`src/rtl/pc_fetch_control_if.sv`:
```
// Fetch-side bus bundle: instruction-memory req/ack port and the decode valid/ready slot.
// The fetch controller is the master of both halves.
interface pc_fetch_control_if #(
    parameter int ADDR_W  = 8,
    parameter int INSTR_W = 16
);
    logic               imem_req;
    logic [ADDR_W-1:0]  imem_addr;
    logic               imem_ack;
    logic [INSTR_W-1:0] imem_rdata;

    logic               instr_valid;
    logic [INSTR_W-1:0] instr_data;
    logic [ADDR_W-1:0]  instr_pc;
    logic               instr_ready;

    modport master (
        output imem_req, imem_addr,
        input  imem_ack, imem_rdata,
        output instr_valid, instr_data, instr_pc,
        input  instr_ready
    );

    modport slave (
        input  imem_req, imem_addr,
        output imem_ack, imem_rdata,
        input  instr_valid, instr_data, instr_pc,
        output instr_ready
    );
endinterface

```
`src/rtl/pc_fetch_control.sv`:
```
// Fetch sequencer closing the PC loop with an external program_counter register:
// fetches at pc_in, presents the word to decode, and computes the next PC.
//
// state   | meaning
// --------+------------------------------------------------------------
// IDLE    | one cycle after reset; drives RESET_PC into the PC register
// FETCH   | issuing fetches whenever the output slot is free
// HALTED  | no new fetches; slot drains, branches still redirect the PC
module pc_fetch_control #(
    parameter int              ADDR_W   = 8,
    parameter int              INSTR_W  = 16,
    parameter logic [ADDR_W-1:0] RESET_PC = '0
) (
    input  logic              clk,
    input  logic              rst,
    input  logic [ADDR_W-1:0] pc_in,
    output logic [ADDR_W-1:0] pc_next,
    input  logic              branch_valid,
    input  logic [ADDR_W-1:0] branch_target,
    input  logic              halt,
    pc_fetch_control_if.master bus
);
    typedef enum logic [1:0] {S_IDLE, S_FETCH, S_HALTED} state_t;

    state_t             state_q, state_d;
    logic               pending_q;
    logic               slot_free;
    logic               fetch_req;
    logic               load;
    logic               redirect;
    logic               instr_valid_q;
    logic [INSTR_W-1:0] instr_data_q;
    logic [ADDR_W-1:0]  instr_pc_q;

    always_comb begin
        state_d   = state_q;
        fetch_req = 1'b0;
        redirect  = 1'b0;
        pc_next   = pc_in;
        slot_free = !instr_valid_q || bus.instr_ready;
        case (state_q)
            S_IDLE: begin
                pc_next = RESET_PC;
                state_d = halt ? S_HALTED : S_FETCH;
            end
            S_FETCH: begin
                redirect = branch_valid;
                // Under halt only a request already outstanding is kept alive until acked.
                fetch_req = slot_free && !branch_valid && (!halt || pending_q);
                if (branch_valid)
                    pc_next = branch_target;
                else if (fetch_req && bus.imem_ack)
                    pc_next = pc_in + ADDR_W'(1);
                if (halt && !(fetch_req && !bus.imem_ack))
                    state_d = S_HALTED;
            end
            S_HALTED: begin
                redirect = branch_valid;
                if (branch_valid)
                    pc_next = branch_target;
                if (!halt)
                    state_d = S_FETCH;
            end
            default: state_d = S_IDLE;
        endcase
        if (rst) begin
            fetch_req = 1'b0;
            pc_next   = RESET_PC;
        end
        load = fetch_req && bus.imem_ack;
    end

    always_ff @(posedge clk) begin
        if (rst) begin
            state_q       <= S_IDLE;
            pending_q     <= 1'b0;
            instr_valid_q <= 1'b0;
            instr_data_q  <= '0;
            instr_pc_q    <= '0;
        end else begin
            state_q   <= state_d;
            pending_q <= fetch_req && !bus.imem_ack;
            if (load) begin
                instr_valid_q <= 1'b1;
                instr_data_q  <= bus.imem_rdata;
                instr_pc_q    <= pc_in;
            end else if (redirect || (instr_valid_q && bus.instr_ready)) begin
                instr_valid_q <= 1'b0;
            end
        end
    end

    assign bus.imem_req    = fetch_req;
    assign bus.imem_addr   = pc_in;
    assign bus.instr_valid = instr_valid_q;
    assign bus.instr_data  = instr_data_q;
    assign bus.instr_pc    = instr_pc_q;
endmodule

```
`src/flat_wrapper.sv`:
```
// flat-port wrapper written by rule: the top's interface ports become plain ports
module pc_fetch_control_flat 
#(
    parameter int              ADDR_W   = 8,
    parameter int              INSTR_W  = 16,
    parameter logic [ADDR_W-1:0] RESET_PC = '0
)
  (clk, rst, pc_in, pc_next, branch_valid, branch_target, halt, bus_imem_req, bus_imem_addr, bus_imem_ack, bus_imem_rdata, bus_instr_valid, bus_instr_data, bus_instr_pc, bus_instr_ready);
  pc_fetch_control_if #(.ADDR_W(ADDR_W), .INSTR_W(INSTR_W)) bus_i ();
  input  logic clk;
  input  logic rst;
  input  logic [ADDR_W-1:0] pc_in;
  output logic [ADDR_W-1:0] pc_next;
  input  logic branch_valid;
  input  logic [ADDR_W-1:0] branch_target;
  input  logic halt;
  output wire logic [$bits(bus_i.imem_req)-1:0] bus_imem_req;
  output wire logic [$bits(bus_i.imem_addr)-1:0] bus_imem_addr;
  input wire logic [$bits(bus_i.imem_ack)-1:0] bus_imem_ack;
  input wire logic [$bits(bus_i.imem_rdata)-1:0] bus_imem_rdata;
  output wire logic [$bits(bus_i.instr_valid)-1:0] bus_instr_valid;
  output wire logic [$bits(bus_i.instr_data)-1:0] bus_instr_data;
  output wire logic [$bits(bus_i.instr_pc)-1:0] bus_instr_pc;
  input wire logic [$bits(bus_i.instr_ready)-1:0] bus_instr_ready;
  assign bus_imem_req = bus_i.imem_req;
  assign bus_imem_addr = bus_i.imem_addr;
  assign bus_i.imem_ack = bus_imem_ack;
  assign bus_i.imem_rdata = bus_imem_rdata;
  assign bus_instr_valid = bus_i.instr_valid;
  assign bus_instr_data = bus_i.instr_data;
  assign bus_instr_pc = bus_i.instr_pc;
  assign bus_i.instr_ready = bus_instr_ready;
  pc_fetch_control #(.ADDR_W(ADDR_W), .INSTR_W(INSTR_W), .RESET_PC(RESET_PC)) u_core (.clk(clk), .rst(rst), .pc_in(pc_in), .pc_next(pc_next), .branch_valid(branch_valid), .branch_target(branch_target), .halt(halt), .bus(bus_i));
endmodule
```
`config.mk`:
```
export PLATFORM = sky130hd
export DESIGN_NAME = pc_fetch_control_flat
export DESIGN_NICKNAME = d
export VERILOG_FILES = /design/src/rtl/pc_fetch_control_if.sv /design/src/rtl/pc_fetch_control.sv /design/src/flat_wrapper.sv
export SDC_FILE = /design/constraint.sdc
export NUM_CORES = 1
export LEC_CHECK = 0
export ABC_AREA = 0
export CORE_ASPECT_RATIO = 0.5
export CORE_MARGIN = 4
export CORE_UTILIZATION = 55
export CTS_CLUSTER_DIAMETER = 60
export CTS_CLUSTER_SIZE = 16
export DETAILED_ROUTE_END_ITERATION = 8
export DONT_BUFFER_PORTS = 1
export GPL_TIMING_DRIVEN = 0
export PLACE_DENSITY = 0.7
export SYNTH_ARGS = -nofsm -noshare
export SYNTH_HDL_FRONTEND = slang
export SYNTH_SLANG_ARGS = --single-unit
export TNS_END_PERCENT = 20
```
`constraint.sdc`:
```
create_clock -name clk -period 3.5 [get_ports clk]
set_input_delay 0.175 -clock clk [delete_from_list [all_inputs] [get_ports clk]]
set_output_delay 0.175 -clock clk [all_outputs]
set_load 0.03 [all_outputs]
```
---- After elaboration in Yosys (flattened, before gate mapping) ----
Index checks and enable logic that the tools add are counted.
storage, ports and cells
  bits of input ports ..................... 38
  register bits after elaboration ......... 28
  logic and storage cells ................. 44
cells by class
  multiplexer cells ....................... 14
  add/sub/neg operators ................... 1
  reductions and logical operators ........ 20
  equal/unequal tests ..................... 4
operators with widths
  operator               count
  $mux W8                4
  $pmux W8 S3            1
  $add A8 B1 Y8 const B  1
  $logic_and A1 B1 Y1    8
  $mux W2                3
  $pmux W2 S3            1
  $logic_not A1 Y1       5
  $mux W1                5
  $logic_or A1 B1 Y1     3
  $eq A2 B1 Y1 const B   1
  $eq A2 B2 Y1 const B   1
  $logic_not A2 Y1       1
  $ne A2 B1 Y1 const B   1
  $ne A2 B2 Y1 const B   1
  $reduce_and A2 Y1      1
  $reduce_bool A2 Y1     1
  $reduce_or A2 Y1       1

---- Logic depth before layout (Yosys ltp) ----
Gate-level depths: netlist of the first run.
  depth in word-level cells ............... 9
  mapped depth ............................ 7
  gate-level depth less buffers ........... 6

---- Least setup slack after synthesis of the first run ----
OpenSTA, ideal clock, no wires.
  path kind ............................... register -> output
  from .................................... register u_core.state_q[1]
  to ...................................... output port pc_next[3]
  arrival ................................. 1946 ps
  stages on the path, launching flop included .. 6
  path slack .............................. 1379 ps
  required time ........................... 3325 ps
  path through ............................ dfxtp_1 -> ha_1 -> clkbuf_1 -> clkbuf_1 -> a21oi_1 -> a211oi_1
between the ends
  longest elaborated chain between the ends .. 3
RTL lines
  what                                  line                    RTL
  start: declaration                    pc_fetch_control.sv:25  state_t state_q, state_d;
  start signal: assignment              pc_fetch_control.sv:81  state_q <= state_d;
  $eq A2 B2 Y1 (tied with other cells)  pc_fetch_control.sv:41  case (state_q)
  $pmux W8 S3 (*)                       pc_fetch_control.sv:41
  $mux W8 (*)                           pc_fetch_control.sv:66  if (rst) begin
  end: declaration                      flat_wrapper.sv:13      output logic [ADDR_W-1:0] pc_next;
Every way passes the cells marked *; elsewhere a longest branch is shown, timed or not.

---- Worst setup path in the final report of the first run ----
  from .................................... register u_core.state_q[0]
  to ...................................... output port pc_next[3]
Same word-level chain as after synthesis.

==> impl_results.md, run 1 <==
* EDFF count, synth at 0
* Height of the die at 46.8 um
* Skew final at 0.00345 ns
* Worst Hold Class: in -> reg
* Clock root buffer: clkbuf_8
* Fin Setup TNS at 0 ns
* First-pass detailed-route iteration total at 4
* TritonCTS clock tree: yes
* FMAX at 358 MHz
* Crit Path Max Fanout at 9
* Critical path's slowest cell: a211oi_1
* Diode count at 0
* Crit-path max cell delay at 0.83 ns
* Largest net degree at the start of global routing at 17
* Leak pwr at 0.639 nW
* Reg2Reg Launch Point: u_core.state_q[0]
* Initial Util at 0.607
* Number of setup buffers added after CTS at 0
* Max-slew violations at 0
* Run status: complete, no violations
* Core area at 2730 um^2
* CP cell instances: inv_1 -> ha_1 -> clkbuf_1 -> nor2_1 -> nor3_1 -> a21oi_1 -> a211oi_1
* Maximum vdd drop at 351 uV
* Placement row count at 13
* Placed Instance Area at 1710 um^2
* Min cycle time layout at 2.79 ns
* Req. time, crit path at 3.32 ns
* Routed wire length at 4.41 mm
* TritonCTS buffer count at 3
* R2r endpoint: u_core.state_q[1]
* Post-DR wirelength/cell at 16.5 um
* Nets@finish at 274
* Mapped Nets at 268
* Most frequent cells in the layout: nand2_1, a21oi_1, dfxtp_1, nor2_1, buf_4
* Post-synthesis cell count at 225
* First-pass GRT wire length at 6.62 mm
* I/O pin count at 80
* Worst hold slack at 0.0163 ns
* FF+latch count, synth at 28
* Crit. End Element: output pin
* Critical Path End: pc_next[3]
* Vias in the first global route at 1352
* RSZ-0062 raised after global routing: no
* Initial drt markers at 134
* CTS Sinks at 28
* Clock transition at path regs at 0.10 ns
* Final Setup Violations at 0
* Pre-CTS WS at 1.05 ns
* Post-Place Cells at 262
* Worst slew pin tran at 1.01 ns
* DR vias at 1588
* Initial antenna violation count at 0
* Post-synth cell types at 46
* Data arrival time of the critical path at 2.61 ns
* Reg2Reg Setup Slack at 1.62 ns
* Synth warn at 0
* Port Buffers at 0
* Number of vias per cell at 5.95
* Ratio of cells with drive above 1 in the final layout at 0.117
* Startpoint types: flop
* Ys async rst share at 0
* Design Area, Final at 1790 um^2
* Critical path's top delay family: compound AO/OA/AOI/OAI gates
* Hold Vio Cnt, Final at 0
* Hpwl dp at 3.32 mm
* Final period utilization at 0.797
* CTS H-Tree Depth at 1
* GRT Util Overall at 0.212
* Worst Setup Path Type: reg -> out
* CP Buf/Inv Count at 2
* DRT antenna net count at 0
* Gr ovfl total at 0
* Synth Area per Inst at 7.37 um^2
* Die area at 4010 um^2
* Worst slew margin at 0.321
* Commonest non-fill, non-tap cell in the layout: nand2_1
* Main flop type after synthesis: dfxtp_1
* MaxCap Viol Count at 0
* Drc violations at 0
* Final setup margin at 0.710 ns
* Later-pin clock latency in the skew report at 0.28 ns
* Cell Count, Final, Fillers Out at 267
* Layout Area Growth over Synthesis at 7.69%
* Stages on worst setup path at 7
* Critical path startpoint: u_core.state_q[0]
* Reg2Reg Depth at 6
* Clk buf depth at 2
* Synth Cell Area at 1660 um^2
* Die W at 85.7 um
* Power Density at 567 nW/um^2
* Sequential cell area fraction in the yosys report at 0.338
* GP Congestion at 0.938
per-layer routing:
layer  wire length, um  GRT usage  vias to the layer above
met1              1990      0.275                      728
met5                 0          0                        -
li1                  -          -                      776
met3               526     0.0858                        4
met2              1870      0.347                       80
met4                23     0.0315                        0
kinds of logic after synthesis:
| kind of cell | after synthesis | share of synthesized area |
|---|---|---|
| AND/OR/NAND/NOR | 91 | 0.265 |
| adder cells (fa/ha/maj) | 5 | 0.0377 |
| AO/OA/AOI/OAI | 67 | 0.247 |
| flip-flops | 28 | 0.338 |
| buffers and inverters | 33 | 0.106 |
| XOR/XNOR | 1 | 0.00528 |
flip-flops by register name, summed over array words and instances, names as in the netlist:
register,count
u_core.bus.instr_data,16
u_core.bus.instr_pc,8
u_core.bus.instr_valid,1
u_core.pending_q,1
u_core.state_q,2
Yosys cell counts (2+ instances only):
| master | number | area share |
|---|---|---|
| a211oi_1 | 4 | 0.018 |
| a21boi_0 | 2 | 0.0090 |
| a21oi_1 | 39 | 0.12 |
| a31oi_1 | 2 | 0.0075 |
| and3_1 | 3 | 0.011 |
| buf_2 | 3 | 0.0090 |
| buf_4 | 11 | 0.050 |
| clkbuf_1 | 8 | 0.018 |
| dfxtp_1 | 28 | 0.34 |
| ha_1 | 5 | 0.038 |
| inv_1 | 10 | 0.023 |
| nand2_1 | 53 | 0.12 |
| nand3_1 | 7 | 0.021 |
| nand4_1 | 2 | 0.0075 |
| nor2_1 | 11 | 0.025 |
| nor3_1 | 4 | 0.012 |
| o21ai_0 | 4 | 0.012 |
how the worst min path moves through the flow:
stage                       startpoint                         to  slack, ns  cells past startpoint
finish              bus_imem_rdata[13]  u_core.bus.instr_data[13]       0.02                      2
global route                  pc_in[1]     u_core.bus.instr_pc[1]       0.01                      2
CTS                           pc_in[2]     u_core.bus.instr_pc[2]       0.02                      2
detailed placement        bus_imem_ack           u_core.pending_q       0.25                      1
global placement          bus_imem_ack           u_core.pending_q       0.25                      1
floorplan                 bus_imem_ack           u_core.pending_q       0.25                      1
where the power goes:
part	switching [W]	internal [W]
combinational	0.000252	0.000125
sequential	0.0000387	0.000339
clock	0.000105	0.000153
worst register-to-register path, delay by kind of cell (launching register included):
kind,cells,cell delay [ns]
AND/OR/NAND/NOR,1,0.47
buffers and inverters,2,0.35
adder cells (fa/ha/maj),1,0.21
AO/OA/AOI/OAI,2,0.37
flip-flops,1,0.41
cell type report:
| type | count | area (um^2) |
|---|---|---|
| Tap cell | 37 | 46.3 |
| Clock buffer | 3 | 41.3 |
| Fill cell | 253 | 946 |
| Sequential cell | 28 | 561 |
| Multi-Input combinational cell | 164 | 922 |
| Clock inverter | 1 | 30.0 |
| Buffer | 23 | 139 |
| Timing Repair Buffer | 1 | 10.0 |
| Inverter | 10 | 37.5 |
through the flow:
step,power [W],utilization
after global placement,0.000745,0.624
final,0.00101,0.654
after CTS,0.00101,0.654
after global routing,0.00106,0.654
after floorplan,0.000687,-
after detailed placement,0.000754,0.624
what timing repair did:
| action | CTS | global route |
|---|---|---|
| hold endpoints to repair | 1 | 0 |
| resized for setup | 0 | 0 |
| endpoints found under the setup margin | 0 | 0 |
| hold buffers | 1 | 0 |
Power figures use the tool's default switching activity.
==> run 2, diff against run 1 <==
clock period = 2.61 ns   (was 3.5 ns; I/O delays follow)
==> impl_results.md, run 2 (synthesized netlist as in run 1, its figures left out) <==
* Met3 wire length at 683 um (was 526 um)
* First-pass GRT wire length at 7.40 mm (was 6.62 mm)
* First-pass detailed-route iteration total at 5 (was 4)
* Commonest non-fill, non-tap cell in the layout: nand2_1 (unchanged)
* Skew final at 0.00455 ns (was 0.00345 ns)
* Met2 wire length at 2.20 mm (was 1.87 mm)
* Clk buf depth at 2 (unchanged)
* Most frequent cells in the layout: nand2_1, a21oi_1, dfxtp_1, dlygate4sd3_1 (was nand2_1, a21oi_1, dfxtp_1, nor2_1, buf_4)
* Pre-CTS WS at 0.204 ns (was 1.05 ns)
* Port Buffers at 0 (unchanged)
* Die W at 85.7 um (unchanged)
* Initial drt markers at 178 (was 134)
* Crit-path max cell delay at 0.43 ns (was 0.83 ns)
* Number of vias per cell at 5.91 (was 5.95)
* Multi-input gate area at 968 um^2 (was 922 um^2)
* Largest net degree at the start of global routing at 17 (unchanged)
* Final setup margin at 0.154 ns (was 0.710 ns)
* Initial antenna violation count at 0 (unchanged)
* Worst Hold Class: in -> reg (unchanged)
* Hpwl dp at 3.32 mm (unchanged)
* Register area at 561 um^2 (unchanged)
* Hold Vio Cnt, Final at 0 (unchanged)
* Core area at 2730 um^2 (unchanged)
* Clock root buffer: clkbuf_8 (unchanged)
* Later-pin clock latency in the skew report at 0.28 ns (about the same)
* Initial Util at 0.607 (unchanged)
* Critical path's slowest cell: dfxtp_1 (was a211oi_1)
* Drc violations at 0 (unchanged)
* Post-DR wirelength/cell at 16.6 um (was 16.5 um)
* Maximum vdd drop at 483 uV (was 351 uV)
* Ratio of cells with drive above 1 in the final layout at 0.126 (was 0.117)
* GP Congestion at 0.938 (unchanged)
* DRT antenna net count at 0 (unchanged)
* Crit Path Max Fanout at 10 (was 9)
* Height of the die at 46.8 um (unchanged)
* Max-slew violations at 0 (unchanged)
* Layout Area Growth over Synthesis at 25.0% (was 7.69%)
* MaxCap Viol Count at 0 (unchanged)
* Final Setup Violations at 0 (unchanged)
* CTS H-Tree Depth at 1 (unchanged)
* Vias in the first global route at 1509 (was 1352)
* RSZ-0062 raised after global routing: no (unchanged)
* TritonCTS clock tree: yes (unchanged)
* Min cycle time layout at 2.46 ns
* Leak pwr at 0.746 nW (was 0.639 nW)
* Met1 WL at 1.91 mm (was 1.99 mm)
* Nets@finish at 298 (was 274)
* GRT Util Overall at 0.237 (was 0.212)
* Routed wire length at 4.83 mm (was 4.41 mm)
* DR vias at 1719 (was 1588)
* CP cell instances: ha_1 -> clkbuf_1 -> clkbuf_1 -> nand2_1 -> nand4_1 -> o2111a_1 (was inv_1 -> ha_1 -> clkbuf_1 -> nor2_1 -> nor3_1 -> a21oi_1 -> a211oi_1)
* Worst hold slack at 0.0465 ns (was 0.0163 ns)
* Die area at 4010 um^2 (unchanged)
* Crit. End Element: output pin (unchanged)
* Final period utilization at 0.941
* Startpoint types: flop (unchanged)
* Worst Setup Path Type: reg -> out (unchanged)
* Fin Setup TNS at 0 ns (unchanged)
* Fill count at 208 (was 253)
* Req. time, crit path at 2.48 ns (was 3.32 ns)
* Worst slew margin at 0.570 (was 0.321)
* Worst slew pin tran at 0.646 ns (was 1.01 ns)
* TritonCTS buffer count at 3 (unchanged)
* Power Density at 684 nW/um^2 (was 567 nW/um^2)
* Placement row count at 13 (unchanged)
* I/O pin count at 80 (unchanged)
* Gr ovfl total at 0 (unchanged)
* CP dominant cell by count: clkbuf_1
* CTS Sinks at 28 (unchanged)
* FMAX at 407 MHz
* Critical path's top delay family: buffers and inverters (was compound AO/OA/AOI/OAI gates)
* Run status: complete, no violations (unchanged)
* Diode count at 0 (unchanged)
* DR top layer: met4 (unchanged)
* Largest register FFs at 16 (unchanged)
* Clock transition at path regs at 0.10 ns (about the same)
* CP Buf/Inv Count at 2 (unchanged)
* Data arrival time of the critical path at 2.33 ns (was 2.61 ns)
==> run 2: final cells by class <==
class | count | area share
multi-input cells | 164 | 0.467
flip-flops and latches | 28 | 0.270
plain buffers | 23 | 0.0670
well taps | 37 | 0.0223
repair buffers | 25 | 0.121
clock buffers | 3 | 0.0199
inverters | 10 | 0.0181
clock inverters | 1 | 0.0145
==> run 2: stage by stage <==
step | cell area [um^2] | total power (W) | instances | utilization
floorplan | 1660 | 0.000922 | 225 | -
global placement | 1710 | 0.000999 | 262 | 0.624
detailed placement | 1710 | 0.00101 | 262 | 0.624
CTS | 2050 | 0.00139 | 291 | 0.750
global route | 2070 | 0.00149 | 291 | 0.759
finish | 2070 | 0.00142 | 291 | 0.759
==> run 2: path summary, 6_finish.rpt <==
check	startpoint	slack, ns	to	cells past startpoint
worst max-delay path	u_core.state_q[1]	0.15	pc_next[2]	6
worst min-delay path	bus_instr_ready	0.05	u_core.bus.instr_valid	3
worst max register to register	u_core.state_q[0]	0.74	u_core.state_q[1]	6
worst min register to register	u_core.state_q[1]	0.60	u_core.state_q[1]	2
==> run 2: power breakdown <==
| group | switching, W | total [W] | internal [W] |
|---|---|---|---|
| Clock | 0.000139 | 0.000345 | 0.000206 |
| Sequential | 0.0000520 | 0.000506 | 0.000454 |
| Combinational | 0.000365 | 0.000568 | 0.000203 |
==> run 2: per-layer routing <==
layer  vias to the layer above  track usage
met3                         7       0.0876
met2                       114        0.401
met1                       771        0.300
li1                        827            -
met5                         -            0
met4                         0       0.0505
==> run 2: what timing repair did <==
item	CTS	global route
cloned	0	0
endpoints found under the hold margin	25	0
endpoints found under the setup margin	3	4
setup buffers	0	0
hold buffers	25	0
resized for setup	3	4
==> run 2: worst reg2reg max path, delay by kind of cell, from the launching register on <==
| kind | cells | cell delay [ns] |
|---|---|---|
| flip-flops | 1 | 0.41 |
| buffers and inverters | 2 | 0.34 |
| AO/OA/AOI/OAI | 2 | 0.37 |
| AND/OR/NAND/NOR | 1 | 0.47 |
| adder cells (fa/ha/maj) | 1 | 0.21 |
